$ cat config.mk
export PLATFORM = sky130hd
export DESIGN_NAME = mem_dump
export DESIGN_NICKNAME = d
export VERILOG_FILES = /design/src/rtl/mem_dump_pkg.sv /design/src/rtl/dump_fifo.sv /design/src/rtl/mem_dump.sv
export SDC_FILE = /design/constraint.sdc
export NUM_CORES = 1
export LEC_CHECK = 0
export ABC_AREA = 1
export CORE_ASPECT_RATIO = 1.2
export CORE_UTILIZATION = 50
export DETAILED_ROUTE_END_ITERATION = 16
export HOLD_SLACK_MARGIN = 0.15
export PLACE_DENSITY = 0.8
export SLEW_MARGIN = 5
export SYNTH_ARGS = -nofsm -noshare
export SYNTH_HDL_FRONTEND = slang
export SYNTH_SLANG_ARGS = --single-unit
$ cat constraint.sdc
create_clock -name clk -period 3.2 [get_ports clk]
set_input_delay 0.32 -clock clk [delete_from_list [all_inputs] [get_ports clk]]
set_output_delay 0.32 -clock clk [all_outputs]
set_load 0.05 [all_outputs]
$ cat src/rtl/mem_dump_pkg.sv
// mem_dump_pkg: shared FSM encoding and FIFO sizing for the memory dump engine.
package mem_dump_pkg;
  typedef enum logic [1:0] {IDLE, READ, DRAIN, DONE} mem_dump_state_e;
  localparam int DUMP_FIFO_DEPTH = 2;
endpackage

$ cat src/rtl/dump_fifo.sv
// dump_fifo: small synchronous FIFO holding {last, addr, data} words for the dump stream.
// Storage is cleared on reset so the head reads as zero while idle.
module dump_fifo #(
  parameter int W     = 8,
  parameter int DEPTH = 2,
  parameter int CW    = $clog2(DEPTH + 1)
) (
  input  logic          clk,
  input  logic          rst,
  input  logic          push,
  input  logic [W-1:0]  din,
  input  logic          pop,
  output logic [W-1:0]  dout,
  output logic          valid,
  output logic [CW-1:0] count
);
  localparam int PW = (DEPTH > 1) ? $clog2(DEPTH) : 1;

  logic [W-1:0]  mem [DEPTH];
  logic [PW-1:0] wp, rp;

  function automatic logic [PW-1:0] inc(input logic [PW-1:0] p);
    return (p == PW'(DEPTH - 1)) ? '0 : p + PW'(1);
  endfunction

  always_ff @(posedge clk or negedge rst) begin
    if (!rst) begin
      for (int i = 0; i < DEPTH; i++) mem[i] <= '0;
      wp    <= '0;
      rp    <= '0;
      count <= '0;
    end else begin
      if (push) begin
        mem[wp] <= din;
        wp      <= inc(wp);
      end
      if (pop) rp <= inc(rp);
      count <= count + CW'(push) - CW'(pop);
    end
  end

  assign dout  = mem[rp];
  assign valid = (count != '0);
endmodule

$ cat src/rtl/mem_dump.sv
// mem_dump: reads a contiguous range of data-memory words and streams them over valid/ready.
// Define MEM_DUMP_CHECKSUM_EN to append a wrap-around sum word after the data.
module mem_dump
  import mem_dump_pkg::*;
#(
  parameter int ADDR_W = 10,
  parameter int DATA_W = 32
) (
  input  logic              clk,
  input  logic              rst,
  input  logic              start,
  input  logic [ADDR_W-1:0] base_addr,
  input  logic [ADDR_W:0]   count,
  output logic              busy,
  output logic              done,
  output logic              mem_rd_en,
  output logic [ADDR_W-1:0] mem_rd_addr,
  input  logic [DATA_W-1:0] mem_rd_data,
  output logic              out_valid,
  input  logic              out_ready,
  output logic [DATA_W-1:0] out_data,
  output logic [ADDR_W-1:0] out_addr,
  output logic              out_last
);
  localparam int EW = 1 + ADDR_W + DATA_W;
  localparam int CW = $clog2(DUMP_FIFO_DEPTH + 1);
  localparam logic [CW-1:0] FULL_CNT = CW'(DUMP_FIFO_DEPTH);
`ifdef MEM_DUMP_CHECKSUM_EN
  localparam bit LAST_ON_DATA = 1'b0;
`else
  localparam bit LAST_ON_DATA = 1'b1;
`endif

  mem_dump_state_e   state, state_nx;
  logic [ADDR_W:0]   remain;
  logic [ADDR_W-1:0] rd_addr, pend_addr, push_addr;
  logic              rd_pend, pend_last, push, push_last, pop, drained, csum_todo;
  logic [DATA_W-1:0] push_data;
  logic [CW-1:0]     fifo_cnt;
  logic [CW:0]       credit;
  logic [EW-1:0]     head;

  always_ff @(posedge clk or negedge rst) begin
    if (!rst) state <= IDLE;
    else      state <= state_nx;
  end

  // Done once the FIFO empties this cycle with no read return or checksum still owed.
  assign drained = !rd_pend && !csum_todo &&
                   ((fifo_cnt == '0) || ((fifo_cnt == CW'(1)) && pop));

  always_comb begin
    state_nx = state;
    unique case (state)
      IDLE: if (start) begin
`ifdef MEM_DUMP_CHECKSUM_EN
        state_nx = (count == '0) ? DRAIN : READ;
`else
        state_nx = (count == '0) ? DONE : READ;
`endif
      end
      READ:    if (mem_rd_en && (remain == (ADDR_W+1)'(1))) state_nx = DRAIN;
      DRAIN:   if (drained) state_nx = DONE;
      DONE:    state_nx = IDLE;
      default: state_nx = IDLE;
    endcase
  end

  // A pop frees a slot this cycle, so a full-rate stream keeps one word in flight.
  always_comb begin
    busy      = (state == READ) || (state == DRAIN);
    done      = (state == DONE);
    credit    = {1'b0, fifo_cnt} + {{CW{1'b0}}, rd_pend} - {{CW{1'b0}}, pop};
    mem_rd_en = (state == READ) && (remain != '0) && (credit < {1'b0, FULL_CNT});
  end

  always_ff @(posedge clk or negedge rst) begin
    if (!rst) begin
      remain    <= '0;
      rd_addr   <= '0;
      rd_pend   <= 1'b0;
      pend_addr <= '0;
      pend_last <= 1'b0;
    end else begin
      rd_pend <= mem_rd_en;
      if (state == IDLE && start) begin
        remain  <= count;
        rd_addr <= base_addr;
      end else if (mem_rd_en) begin
        remain    <= remain - (ADDR_W+1)'(1);
        rd_addr   <= rd_addr + ADDR_W'(1);
        pend_addr <= rd_addr;
        pend_last <= LAST_ON_DATA && (remain == (ADDR_W+1)'(1));
      end
    end
  end

  assign mem_rd_addr = rd_addr;

`ifdef MEM_DUMP_CHECKSUM_EN
  logic [DATA_W-1:0] sum;
  logic              sum_push;

  assign sum_push = csum_todo && (state == DRAIN) && !rd_pend && (fifo_cnt < FULL_CNT);

  always_ff @(posedge clk or negedge rst) begin
    if (!rst) begin
      sum       <= '0;
      csum_todo <= 1'b0;
    end else if (state == IDLE && start) begin
      sum       <= '0;
      csum_todo <= 1'b1;
    end else begin
      if (rd_pend)  sum       <= sum + mem_rd_data;
      if (sum_push) csum_todo <= 1'b0;
    end
  end

  assign push      = rd_pend || sum_push;
  assign push_data = rd_pend ? mem_rd_data : sum;
  assign push_addr = rd_pend ? pend_addr : '0;
  assign push_last = rd_pend ? pend_last : 1'b1;
`else
  assign csum_todo = 1'b0;
  assign push      = rd_pend;
  assign push_data = mem_rd_data;
  assign push_addr = pend_addr;
  assign push_last = pend_last;
`endif

  assign pop = out_valid && out_ready;

  dump_fifo #(.W(EW), .DEPTH(DUMP_FIFO_DEPTH), .CW(CW)) u_fifo (
    .clk   (clk),
    .rst   (rst),
    .push  (push),
    .din   ({push_last, push_addr, push_data}),
    .pop   (pop),
    .dout  (head),
    .valid (out_valid),
    .count (fifo_cnt)
  );

  assign {out_last, out_addr, out_data} = head;
endmodule
======== Yosys cells after proc, flatten, opt, wreduce, memory -nomap -nowiden ========
Cells that the tools add are included.
word-level totals
  logic and storage cells ................. 70
  register bits ........................... 125
  input bits .............................. 57
operators by class
  muxes and demuxes ....................... 17
  reductions and logical operators ........ 19
  eq/ne operators ......................... 8
  bitwise gates (word level) .............. 3
  add/subtract/negate cells ............... 8
  order comparisons ....................... 4
operator list
  kind                   number
  $mux 43                4
  $bwmux 86              1
  $demux 43 s1           1
  $mux 11                2
  $mux 10                2
  $eq 11x1->1 const B    1
  $logic_not 11->1       1
  $reduce_bool 11->1     1
  $sub 11x1->11 const B  1
  $add 10x1->10 const B  1
  $logic_and 1x1->1      8
  $mux 2                 4
  $pmux 2 s4             1
  $ne 2x2->1 const B     3
  $eq 2x1->1 const B     2
  $eq 2x2->1 const B     2
  $ge 2x2->1 const B     2
  $logic_not 2->1        2
  $not 1->2              2
  $reduce_bool 2->1      2
  $add 2x1->3            1
  $lt 3x2->1 const B     1
  $reduce_and 3->1       1
  $sub 3x1->3            1
  9 further kinds        12

======== Longest topological paths before layout ========
Gate-level depths: netlist of run 1.
  word-level depth ........................ 8
  gate-level depth with buffers ........... 16
  depth with buffers taken out ............ 16

======== Cells and area by module ========
From an unflattened synthesis of run 1, not the netlist that was laid out.
second synthesis, totals
  cell total of the unflattened synthesis .. 791
  area total of the unflattened synthesis .. 6312.3 um2
by module, submodules not included
  module     cells an instance  area an instance (um2)  instances
  dump_fifo  481                4005.1                  1
  mem_dump   310                2307.2                  1

======== Worst setup path before layout of run 1 ========
No wires, ideal clock.
  path kind ............................... reg-to-output
  start point ............................. reg u_fifo.count[1]
  end point ............................... out mem_rd_en
  arrival time ............................ 2.635 ns
  path buffers ............................ 0
  path slack .............................. 0.245 ns
  stages on the path, launching flop included .. 13
  cells stage by stage .................... dfrtp_1 -> inv_1 -> nand2_1 -> nand2_1 -> inv_1 -> ha_1 -> inv_1 -> ha_1 -> fa_1 -> nand3b_1 -> nor2_2 -> nand2_8 -> inv_2
between the ends
  cells in the longest elaborated chain, start to end .. 5
RTL lines
  item                    line             source
  start, declared         dump_fifo.sv:15  output logic [CW-1:0] count
  start signal, assigned  dump_fifo.sv:38  count <= count + CW'(push) - CW'(pop);
  $reduce_bool 2->1       dump_fifo.sv:43  assign valid = (count != '0);
  via out_valid           mem_dump.sv:19   output logic out_valid,
  $logic_and 1x1->1       mem_dump.sv:131  assign pop = out_valid && out_ready;
  via pop                 mem_dump.sv:37   logic rd_pend, pend_last, push, push_last, pop, drained, csum_todo;
  $sub 3x1->3             mem_dump.sv:73   credit = {1'b0, fifo_cnt} + {{CW{1'b0}}, rd_pend} - {{CW{1'b0}}, pop};
  via credit[1]           mem_dump.sv:40   logic [CW:0] credit;
  $lt 3x2->1              mem_dump.sv:74   mem_rd_en = (state == READ) && (remain != '0) && (credit < {1'b0, FULL_CNT});
  $logic_and 1x1->1       mem_dump.sv:74
  end, declared           mem_dump.sv:16   output logic mem_rd_en,
The timed path passes the listed nets, and every way through them passes these cells.

======== Worst setup path in the final report of run 1 ========
  start point ............................. reg u_fifo.count[1]
  end point ............................... out mem_rd_en
between the ends
  cells in the longest elaborated chain, start to end .. 5
RTL lines
  item               line
  $reduce_bool 2->1  dump_fifo.sv:43
  $logic_and 1x1->1  mem_dump.sv:131
  via pop            mem_dump.sv:37
  $sub 3x1->3        mem_dump.sv:73
  via credit[1]      mem_dump.sv:40
  $lt 3x2->1         mem_dump.sv:74
  $logic_and 1x1->1  mem_dump.sv:74
The timed path passes the listed nets, and every way through them passes these cells.

==> summary.log, run 1 <==
[timing] crit share post-route 0.9612
[die] initial cell density of the core 0.5227
[synth] share of synthesized registers carrying an async set or reset 1.000
[synth] dominant combinational cell family by area after synthesis simple AND/OR/NAND/NOR gates
[synth] share of synthesized area spent on multiplexers 0
[synth] Yosys reg bits 125
[synth] Warnings, synthesis 0
[clock_network] CTS sink count 125
[timing] worst-case hold slack 0.4770 ns
[synth] top_reg_cell synth sky130_fd_sc_hd__dfrtp_1
[grt] via count of the first global-routing pass 4830
[synth] most numerous cell types in the synthesized netlist 329 x sky130_fd_sc_hd__nand2_1, 125 x sky130_fd_sc_hd__dfrtp_1, 75 x sky130_fd_sc_hd__inv_1, 56 x sky130_fd_sc_hd__o21ai_0, 51 x sky130_fd_sc_hd__o21ai_1
[die] # rows 43
[grt] total global routing overflow 0
[cells_and_area] share of cells above drive strength 1 0.1341
[clock_network] buffer levels on the longest clock path 2
[die] I/O pin cnt 114
[die] Die ar. 12710 µm²
[detailed_routing] number of nets with antenna violations after routing 0
[placed_design] IO buf count 113
[worst_setup_path] cell breakdown of the critical path inv_2 -> nand2_1 -> nand2_2 -> inv_1 -> ha_1 -> inv_1 -> ha_1 -> fa_1 -> nand3b_1 -> nor2_4 -> nand2_8 -> inv_4 -> buf_12
[detailed_routing] DRC errors left 0
[die] die height 123.3 µm
[timing] fin. max-slew vios 0
[synth] post-synthesis instance area 6131 µm²
[placed_design] post-DP HPWL 8886 µm
[cells_and_area] number of antenna repair diodes 0
[timing] highest clock rate 0.3251 GHz
[grt] maximum number of pins on one net before global-route repair 81
[grt] first-pass GRT wire length 22070 µm
[worst_setup_path] number of buffers and inverters on the critical path 5
[timing] Slew HR 0.3271
[worst_setup_path] type of element launching the critical path register
[hold_path] path category of the worst min-delay check in2reg
[clock_network] number of buffers inserted during clock tree synthesis 17
[grt] total routing usage reported by global routing 0.2243
[synth] number of instances in the synthesized netlist 780
[clock_network] post-CTS clock slew at the launch and capture registers of the worst setup and hold paths 0.06 ns
[worst_setup_path] critical path's slowest cell sky130_fd_sc_hd__fa_1
[placed_design] Routability Congestion 0.8336
[status] run status finished, final reports clean
[timing] setup repair after global routing missed its margin false
[clock_network] clock tree root buffer cell sky130_fd_sc_hd__clkbuf_16
[worst_setup_path] stage delay of the slowest cell on the critical path 0.46 ns
[synth] number of nets in the synthesized netlist 849
[detailed_routing] DRT Pass-1 Iters 4
[synth] post-synth cell types 33
[worst_setup_path] endpoint class of the critical path primary output
[grt] number of antenna violations at the first check in global routing 0
[detailed_routing] drt first-iter violations 305
[cells_and_area] number of nets in the finished design 958
[synth] Area contributors post-synth sky130_fd_sc_hd__dfrtp_1 51%, sky130_fd_sc_hd__nand2_1 20%, sky130_fd_sc_hd__inv_1 4.6%
[synth] number of synthesized flops with an enable pin 0
[worst_setup_path] Critical Path Fanout Max 3
[synth] simple-gate share of the synthesized area 0.2671
[synth] cell type with the highest aggregate area in the netlist sky130_fd_sc_hd__dfrtp_1
[synth] sequential share of the synthesized area 0.5102
[synth] xor-xnor portion of the synthesized cell area 0.01429
[worst_setup_path] Worst Path Class, Setup reg2out
[worst_setup_path] worst endpoint required time 2.88 ns
[synth] post-synthesis average cell area 7.860 µm²
[timing] final-layout setup total negative slack 0 ns
[detailed_routing] vias after detailed routing 5225
[cells_and_area] area growth from synthesis to final layout 27.92%
[clock_network] Clk Latency, worst-skew pair 0.40 ns
[clock_network] TritonCTS clock tree done
[synth] area fraction of the dominant cell type after synthesis 0.5102
[synth] complex-gate fraction of the synthesized area 0.1041
[timing] final critical path time including I/O delays and setup 3.076 ns
[clock_network] CTS H-tree lvls 4
[timing] actual slew at the worst max-slew pin 1.009 ns
[cells_and_area] non-filler cells, final 1059
[worst_setup_path] Worst EP arrival 2.76 ns
[detailed_routing] Via-to-Cell Ratio 4.934
[timing] number of hold violations in the final report 0
[synth] leading cell type by number of instances after synthesis sky130_fd_sc_hd__nand2_1
[die] area of the core region 11730 µm²
[detailed_routing] average wire length per cell after detail routing 12.84 µm
[cells_and_area] final design utilization 0.6687
[die] overall die width 103.1 µm
[timing] Post-Route Skew 0.009078 ns
[synth] area share of fa/ha/maj cells after synthesis 0.02571
[flow_run] Max Cap Violations 0
[worst_setup_path] cell class contributing the biggest share of worst-path delay adder cells
[detailed_routing] overall routed net length 13600 µm
[timing] endpoints failing setup 0
[placed_design] number of placed instances, taps included 1024
## worst paths after layout
kind	slack [ns]	start	endpoint	depth (start not counted)
max in group asynchronous	1.71	rst	u_fifo.mem[82]	3
setup / recovery	0.12	u_fifo.count[1]	mem_rd_en	13
setup reg to reg	0.24	u_fifo.count[1]	mem_rd_addr[5]	16
hold reg to reg	0.48	u_fifo.mem[42]	u_fifo.mem[42]	2
hold / removal	0.48	mem_rd_data[22]	u_fifo.mem[65]	3
min in group asynchronous	0.63	rst	u_fifo.mem[49]	2
## layout by cell type (no fill, tap or decap), types with 6 or more instances in the layout
master | synthesis | routed
sky130_fd_sc_hd__dfrtp_1 | 125 | 125
sky130_fd_sc_hd__ha_1 | 11 | 11
sky130_fd_sc_hd__clkbuf_16 | 0 | 17
sky130_fd_sc_hd__o21ai_0 | 56 | 56
sky130_fd_sc_hd__inv_1 | 75 | 74
sky130_fd_sc_hd__o21ai_1 | 51 | 51
sky130_fd_sc_hd__o21ai_2 | 10 | 10
sky130_fd_sc_hd__nand2_1 | 329 | 327
sky130_fd_sc_hd__nor2_1 | 13 | 13
sky130_fd_sc_hd__inv_2 | 6 | 6
sky130_fd_sc_hd__nand4_1 | 7 | 7
sky130_fd_sc_hd__nand3_1 | 28 | 28
sky130_fd_sc_hd__buf_4 | 0 | 55
sky130_fd_sc_hd__clkdlybuf4s50_1 | 0 | 68
sky130_fd_sc_hd__xor2_1 | 7 | 7
sky130_fd_sc_hd__clkinv_2 | 0 | 6
## kinds of logic (layout without fill, tap and decap cells)
family,count (synthesis),count (layout)
buffers and inverters,118,240
AO/OA/AOI/OAI,120,120
flip-flops,125,125
AND/OR/NAND/NOR,395,395
XOR/XNOR,10,10
adder cells (fa/ha/maj),12,12
## metrics by stage
step                      setup WS [ns]  instance area, µm²
after floorplan                  0.2449                6131
after global placement           0.2350                7258
after detailed placement         0.1927                7258
after CTS                       0.01388                7823
after global routing           0.005874                7843
final                            0.1243                7843
## state kept, by name (all words and copies together) (netlist names)
register and count:
mem_rd_addr 10, pend_addr 10, pend_last 1, push 1, remain 11, state 2, u_fifo.count 2, u_fifo.mem 86
u_fifo.rp 1, u_fifo.wp 1
## worst reg2reg max path: cells and delay by family, from the launching register on
family	cells	cell delay, ns
buffers and inverters	5	0.55
adders and majority gates	3	0.93
and+or+nand+nor	7	0.95
AOI/OAI and AO/OA	1	0.05
DFF	1	0.41
## layout make-up
cell class / count / area, µm²
Tap cell: 157 / 196.4
Inverter: 83 / 314.1
Timing Repair Buffer: 125 / 1124
Clock inverter: 15 / 123.9
Sequential cell: 125 / 3128
Multi-Input combinational cell: 537 / 2531
Fill cell: 993 / 3886
Clock buffer: 17 / 425.4
## layer usage
| layer | up-vias | part of all wire | global-route usage |
|---|---|---|---|
| met3 | 12 | 0.045 | 0.04183 |
| met4 | 0 | 0.0096 | 0.06602 |
| met1 | 2430 | 0.45 | 0.2914 |
| li1 | 2651 | - | - |
| met5 | - | 0 | 0 |
| met2 | 132 | 0.49 | 0.3808 |
## what timing repair did
| item | 4_1_cts | 5_1_grt |
|---|---|---|
| hold endpoints to repair | 77 | 0 |
| pin swaps | 0 | 2 |
| buffers inserted | 0 | 2 |
| hold buffers | 1 | 0 |
| resized for setup | 1 | 3 |
| endpoints found under the setup margin | 1 | 1 |
Power of run 1 is not shown: default switching activity piles up to over one toggle a cycle in this logic, so the estimate is an artifact.
==> run 2, diff against run 1 <==
--- a/config.mk
+++ b/config.mk
@@ -10,7 +10,7 @@
 export CORE_UTILIZATION = 50
 export DETAILED_ROUTE_END_ITERATION = 16
 export HOLD_SLACK_MARGIN = 0.15
-export PLACE_DENSITY = 0.8
+export PLACE_DENSITY = 0.77
 export SLEW_MARGIN = 5
 export SYNTH_ARGS = -nofsm -noshare
 export SYNTH_HDL_FRONTEND = slang
==> run 2 against run 1 <==
Effect of this change:
- setup slack improved by 0.037 ns
- die area did not move
- global-route usage rose by 0.77 points
- clock skew fell by 0.0016 ns
- via count rose by 2.6%
- final cell count fell by 0.19%
- count of clock-buffer cells in the layout rose by 1
- sequential cell count did not move
==> summary.log, run 2 (synthesis results as in run 1) <==
[status] run status finished, final reports clean
[die] die height 123.3 µm
[detailed_routing] DRC errors left 0
[cells_and_area] commonest cells after routing, fill and taps aside 327 x sky130_fd_sc_hd__nand2_1, 125 x sky130_fd_sc_hd__dfrtp_1, 74 x sky130_fd_sc_hd__inv_1
[detailed_routing] vias after detailed routing 5361
[hold_path] hold path endpoint u_fifo.mem[61]
[flow_run] Max Cap Violations 0
[clock_network] clock tree root buffer cell sky130_fd_sc_hd__clkbuf_16
[die] initial cell density of the core 0.5227
[detailed_routing] overall routed net length 13830 µm
[timing] setup repair after global routing missed its margin false
[timing] crit share post-route 0.9495
[cells_and_area] number of nets in the finished design 956
[die] # rows 43
[cells_and_area] filler instances 968
[cells_and_area] Reg area 3128 µm²
[timing] number of hold violations in the final report 0
[timing] endpoints failing setup 0
[grt] maximum number of pins on one net before global-route repair 87
[timing] Post-Route Skew 0.007476 ns
[timing] final critical path time including I/O delays and setup 3.039 ns
[placed_design] Routability Congestion 0.8255
[clock_network] Clk Latency, worst-skew pair 0.41 ns
[hold_path] path category of the worst min-delay check in2reg
[detailed_routing] number of nets with antenna violations after routing 0
[timing] actual slew at the worst max-slew pin 0.9101 ns
[worst_setup_path] Critical Path Fanout Max 3
[timing] fin. max-slew vios 0
[detailed_routing] average wire length per cell after detail routing 13.08 µm
[cells_and_area] share of cells above drive strength 1 0.1322
[cells_and_area] area growth from synthesis to final layout 29.22%
[worst_setup_path] Worst Path Class, Setup reg2out
[cells_and_area] max FFs per register 86
[timing] highest clock rate 0.3291 GHz
[detailed_routing] Via-to-Cell Ratio 5.072
[clock_network] CTS H-tree lvls 4
[cells_and_area] most common library cell in the layout ignoring fill and taps sky130_fd_sc_hd__nand2_1
[cells_and_area] number of antenna repair diodes 0
[die] area of the core region 11730 µm²
[timing] final-layout setup total negative slack 0 ns
[cells_and_area] multi-input combinational cell area 2531 µm²
[clock_network] CTS sink count 125
[grt] total routing usage reported by global routing 0.2320
[worst_setup_path] flop-to-flop setup slack 0.30 ns
[hold_path] number of stages on the worst hold path 3
[worst_setup_path] type of element launching the critical path register
[worst_setup_path] worst reg2reg endpoint remain[2]
[worst_setup_path] Worst EP arrival 2.72 ns
[clock_network] post-CTS clock slew at the launch and capture registers of the worst setup and hold paths 0.06 ns
[clock_network] buffer levels on the longest clock path 2
[worst_setup_path] startpoint of the most critical register-to-register path u_fifo.count[1]
[grt] total global routing overflow 0
[clock_network] number of buffers inserted during clock tree synthesis 17
[clock_network] TritonCTS clock tree done
[detailed_routing] drt first-iter violations 336
[timing] Slew HR 0.3933
[grt] via count of the first global-routing pass 5128
[die] overall die width 103.1 µm
[placed_design] post-DP HPWL 8911 µm
[worst_setup_path] worst r2r path cells 16
[die] Die ar. 12710 µm²
[grt] number of antenna violations at the first check in global routing 0
[worst_setup_path] endpoint class of the critical path primary output
[grt] first-pass GRT wire length 22880 µm
[worst_setup_path] worst endpoint required time 2.88 ns
[die] I/O pin cnt 114
[cells_and_area] register with the highest flop count u_fifo.mem
[placed_design] IO buf count 113
[cells_and_area] leading registers by flop count u_fifo.mem x86, remain x11
[hold_path] start point of the worst min-delay path mem_rd_data[18]
[detailed_routing] DRT Pass-1 Iters 6
## run 2: area by class of cell
| class | count | share of cell area |
|---|---|---|
| inverter | 83 | 0.03964 |
| multi-input combinational | 537 | 0.3195 |
| clock buffer | 18 | 0.05543 |
| tap | 157 | 0.02479 |
| sequential | 125 | 0.3948 |
| timing repair buffer | 123 | 0.1415 |
| clock inverter | 14 | 0.02432 |
## run 2: metrics by stage
step	hold slack, ns	std cells	worst slack, ns	util	instance area [µm²]
2_1_floorplan	0.02441	780	0.2449	-	6131
3_3_place_gp	0.4660	1020	0.2080	0.6173	7241
3_5_place_dp	0.4734	1020	0.1659	0.6173	7241
4_1_cts	0.4526	1054	0.01331	0.6731	7895
5_1_grt	0.4752	1057	0.01186	0.6755	7923
6_report	0.4689	1057	0.1615	0.6755	7923
## run 2: what timing repair did
| action | CTS | global route |
|---|---|---|
| hold endpoints to repair | 70 | 0 |
| pin swaps | 1 | 2 |
| endpoints found under the setup margin | 1 | 1 |
| setup buffers | 1 | 3 |
| hold buffers | 1 | 0 |
| resized for setup | 2 | 2 |
## run 2: critical path, stage by stage, from the launching register on
cell,delay (ns)
sky130_fd_sc_hd__dfrtp_1,0.39
sky130_fd_sc_hd__inv_2,0.08
sky130_fd_sc_hd__nand2_1,0.09
sky130_fd_sc_hd__nand2_2,0.09
sky130_fd_sc_hd__inv_1,0.05
sky130_fd_sc_hd__ha_1,0.27
sky130_fd_sc_hd__inv_1,0.04
sky130_fd_sc_hd__ha_1,0.19
sky130_fd_sc_hd__fa_1,0.45
sky130_fd_sc_hd__nand3b_1,0.22
sky130_fd_sc_hd__nor2_4,0.17
sky130_fd_sc_hd__nand2_8,0.08
sky130_fd_sc_hd__inv_4,0.07
sky130_fd_sc_hd__buf_12,0.13
## run 2: how the worst max path moves through the flow
| stage | from | endpoint | slack [ns] | cells past startpoint |
|---|---|---|---|---|
| finish | u_fifo.count[1] | mem_rd_en | 0.16 | 13 |
| global route | u_fifo.count[1] | mem_rd_en | 0.01 | 13 |
| CTS | u_fifo.count[1] | mem_rd_en | 0.01 | 13 |
| detailed placement | out_ready | remain[2] | 0.17 | 14 |
| global placement | out_ready | remain[4] | 0.21 | 14 |
| floorplan | u_fifo.count[1] | mem_rd_en | 0.24 | 12 |
## run 2: per-layer routing
| metal | track usage | up-vias | share of wire |
|---|---|---|---|
| met3 | 0.05144 | 19 | 0.053 |
| met4 | 0.07042 | 0 | 0.014 |
| li1 | - | 2646 | - |
| met2 | 0.3942 | 186 | 0.49 |
| met1 | 0.2950 | 2510 | 0.44 |
| met5 | 0 | - | 0 |
Power of run 2 is left out for the same reason.
==> run 3, diff against run 2 <==
--- a/config.mk
+++ b/config.mk
@@ -8,9 +8,10 @@
 export ABC_AREA = 1
 export CORE_ASPECT_RATIO = 1.2
 export CORE_UTILIZATION = 50
+export CTS_BUF_LIST = sky130_fd_sc_hd__clkbuf_8
 export DETAILED_ROUTE_END_ITERATION = 16
 export HOLD_SLACK_MARGIN = 0.15
-export PLACE_DENSITY = 0.77
+export PLACE_DENSITY = 0.85
 export SLEW_MARGIN = 5
 export SYNTH_ARGS = -nofsm -noshare
 export SYNTH_HDL_FRONTEND = slang
==> run 3 against run 2 <==
Effect of this change:
- count of clock-buffer cells in the layout rose by 1
- register-to-register slack improved by 0.02 ns
- critical endpoint unchanged
- final cell count rose by 0.47%
- die area did not move
- fmax barely moved
- wire length fell by 6.2%
- global-route usage fell by 1.8 points
==> summary.log, run 3 (synthesis results as in run 1) <==
[cells_and_area] most common library cell in the layout ignoring fill and taps sky130_fd_sc_hd__nand2_1
[worst_setup_path] endpoint class of the critical path primary output
[cells_and_area] Reg area 3128 µm²
[placed_design] Routability Congestion 0.8142
[hold_path] path category of the worst min-delay check in2async
[worst_setup_path] critical path's slowest cell sky130_fd_sc_hd__fa_1
[cells_and_area] share of cells above drive strength 1 0.1403
[grt] number of antenna violations at the first check in global routing 0
[timing] number of hold violations in the final report 0
[placed_design] IO buf count 113
[clock_network] CTS sink count 125
[die] Die ar. 12710 µm²
[timing] setup repair after global routing missed its margin false
[grt] total global routing overflow 0
[detailed_routing] overall routed net length 12970 µm
[clock_network] post-CTS clock slew at the launch and capture registers of the worst setup and hold paths 0.07 ns
[detailed_routing] Via-to-Cell Ratio 4.855
[die] overall die width 103.1 µm
[die] die height 123.3 µm
[die] area of the core region 11730 µm²
[timing] Post-Route Skew 0.01073 ns
[worst_setup_path] type of element launching the critical path register
[die] I/O pin cnt 114
[worst_setup_path] cell breakdown of the critical path inv_2 -> nand2_2 -> nand2_2 -> inv_1 -> ha_1 -> inv_1 -> ha_2 -> fa_1 -> nand3b_1 -> nor2_4 -> nand2_8 -> inv_4 -> buf_12
[timing] actual slew at the worst max-slew pin 0.7784 ns
[grt] maximum number of pins on one net before global-route repair 64
[timing] endpoints failing setup 0
[cells_and_area] max FFs per register 86
[cells_and_area] leading registers by flop count u_fifo.mem x86, remain x11
[cells_and_area] number of antenna repair diodes 0
[cells_and_area] filler instances 1028
[timing] fin. max-slew vios 0
[cells_and_area] area growth from synthesis to final layout 25.20%
[clock_network] Clk Latency, worst-skew pair 0.44 ns
[worst_setup_path] Critical Path Fanout Max 4
[timing] Slew HR 0.4811
[detailed_routing] average wire length per cell after detail routing 12.21 µm
[timing] crit share post-route 0.9497
[detailed_routing] drt first-iter violations 317
[timing] final-layout setup total negative slack 0 ns
[status] run status finished, final reports clean
[clock_network] CTS H-tree lvls 4
[placed_design] post-DP HPWL 8886 µm
[timing] final critical path time including I/O delays and setup 3.039 ns
[cells_and_area] commonest cells after routing, fill and taps aside 326 x sky130_fd_sc_hd__nand2_1, 125 x sky130_fd_sc_hd__dfrtp_1, 73 x sky130_fd_sc_hd__inv_1
[die] # rows 43
[grt] via count of the first global-routing pass 4575
[clock_network] TritonCTS clock tree done
[worst_setup_path] stage delay of the slowest cell on the critical path 0.48 ns
[worst_setup_path] cell class contributing the biggest share of worst-path delay adder cells
[detailed_routing] DRC errors left 0
[cells_and_area] number of nets in the finished design 961
[cells_and_area] multi-input combinational cell area 2536 µm²
[worst_setup_path] Worst Path Class, Setup reg2out
[timing] highest clock rate 0.3290 GHz
[die] initial cell density of the core 0.5227
[worst_setup_path] number of buffers and inverters on the critical path 5
[detailed_routing] number of nets with antenna violations after routing 0
[detailed_routing] vias after detailed routing 5156
[clock_network] clock tree root buffer cell sky130_fd_sc_hd__clkbuf_8
[flow_run] Max Cap Violations 0
[worst_setup_path] worst endpoint required time 2.88 ns
[cells_and_area] register with the highest flop count u_fifo.mem
[grt] first-pass GRT wire length 21000 µm
[detailed_routing] DRT Pass-1 Iters 4
[worst_setup_path] Worst EP arrival 2.72 ns
[grt] total routing usage reported by global routing 0.2138
[clock_network] number of buffers inserted during clock tree synthesis 17
[clock_network] buffer levels on the longest clock path 2
[run 3: timing repair]
action                     in CTS  in global routing
hold endpoints to repair      125                  0
setup endpoints to repair       1                  1
resized for setup               3                  4
hold buffers                    1                  0
pin swaps                       1                  3
buffers inserted                1                  3
[run 3: layout make-up]
class                   instances  area share
flip-flops and latches        125      0.4075
multi-input cells             537      0.3304
repair buffers                128      0.1493
inverters                      83     0.04091
clock buffers                  19     0.03407
well taps                     157     0.02559
clock inverters                13     0.01222
[run 3: worst paths after layout]
path / from / end / slack, ns / cells past startpoint
max: u_fifo.count[1] / mem_rd_en / 0.16 / 13
min: rst / u_fifo.mem[6] / 0.22 / 2
max reg2reg: u_fifo.count[1] / remain[4] / 0.32 / 16
min reg2reg: u_fifo.mem[32] / u_fifo.mem[32] / 0.48 / 2
max in group asynchronous: rst / u_fifo.mem[42] / 2.05 / 3
min in group clk: mem_rd_data[18] / u_fifo.mem[61] / 0.44 / 3
[run 3: worst register-to-register path: stages, from the launching register on]
cell and delay (ns):
sky130_fd_sc_hd__dfrtp_1 0.40, sky130_fd_sc_hd__inv_2 0.07, sky130_fd_sc_hd__nand2_2 0.07, sky130_fd_sc_hd__nand2_2 0.07, sky130_fd_sc_hd__inv_1 0.05, sky130_fd_sc_hd__ha_1 0.28, sky130_fd_sc_hd__inv_1 0.04, sky130_fd_sc_hd__ha_2 0.17
sky130_fd_sc_hd__fa_1 0.48, sky130_fd_sc_hd__nand3b_1 0.22, sky130_fd_sc_hd__nor2_4 0.17, sky130_fd_sc_hd__nand2_8 0.08, sky130_fd_sc_hd__buf_4 0.18, sky130_fd_sc_hd__nand2_4 0.24, sky130_fd_sc_hd__buf_4 0.20, sky130_fd_sc_hd__nand2_1 0.06
sky130_fd_sc_hd__nand2_1 0.06
[run 3: through the flow]
| step | hold WS (ns) | utilization | instance area [µm²] | setup slack, ns | std cells |
|---|---|---|---|---|---|
| global placement | 0.1214 | 0.6195 | 7266 | 0.1991 | 1025 |
| floorplan | 0.02441 | - | 6131 | 0.2449 | 780 |
| CTS | 0.1890 | 0.6519 | 7646 | 0.008578 | 1059 |
| finish | 0.2161 | 0.6545 | 7676 | 0.1609 | 1062 |
| global route | 0.2193 | 0.6545 | 7676 | 0.009274 | 1062 |
| detailed placement | 0.1227 | 0.6195 | 7266 | 0.1140 | 1025 |
[run 3: routing by layer]
metal / part of all wire / GRT usage / vias to the layer above
met5: 0 / 0 / -
met4: 0.0092 / 0.06162 / 0
met3: 0.052 / 0.05144 / 14
met2: 0.49 / 0.3488 / 126
met1: 0.45 / 0.2838 / 2367
li1: - / - / 2649
Power of run 3 is left out for the same reason.
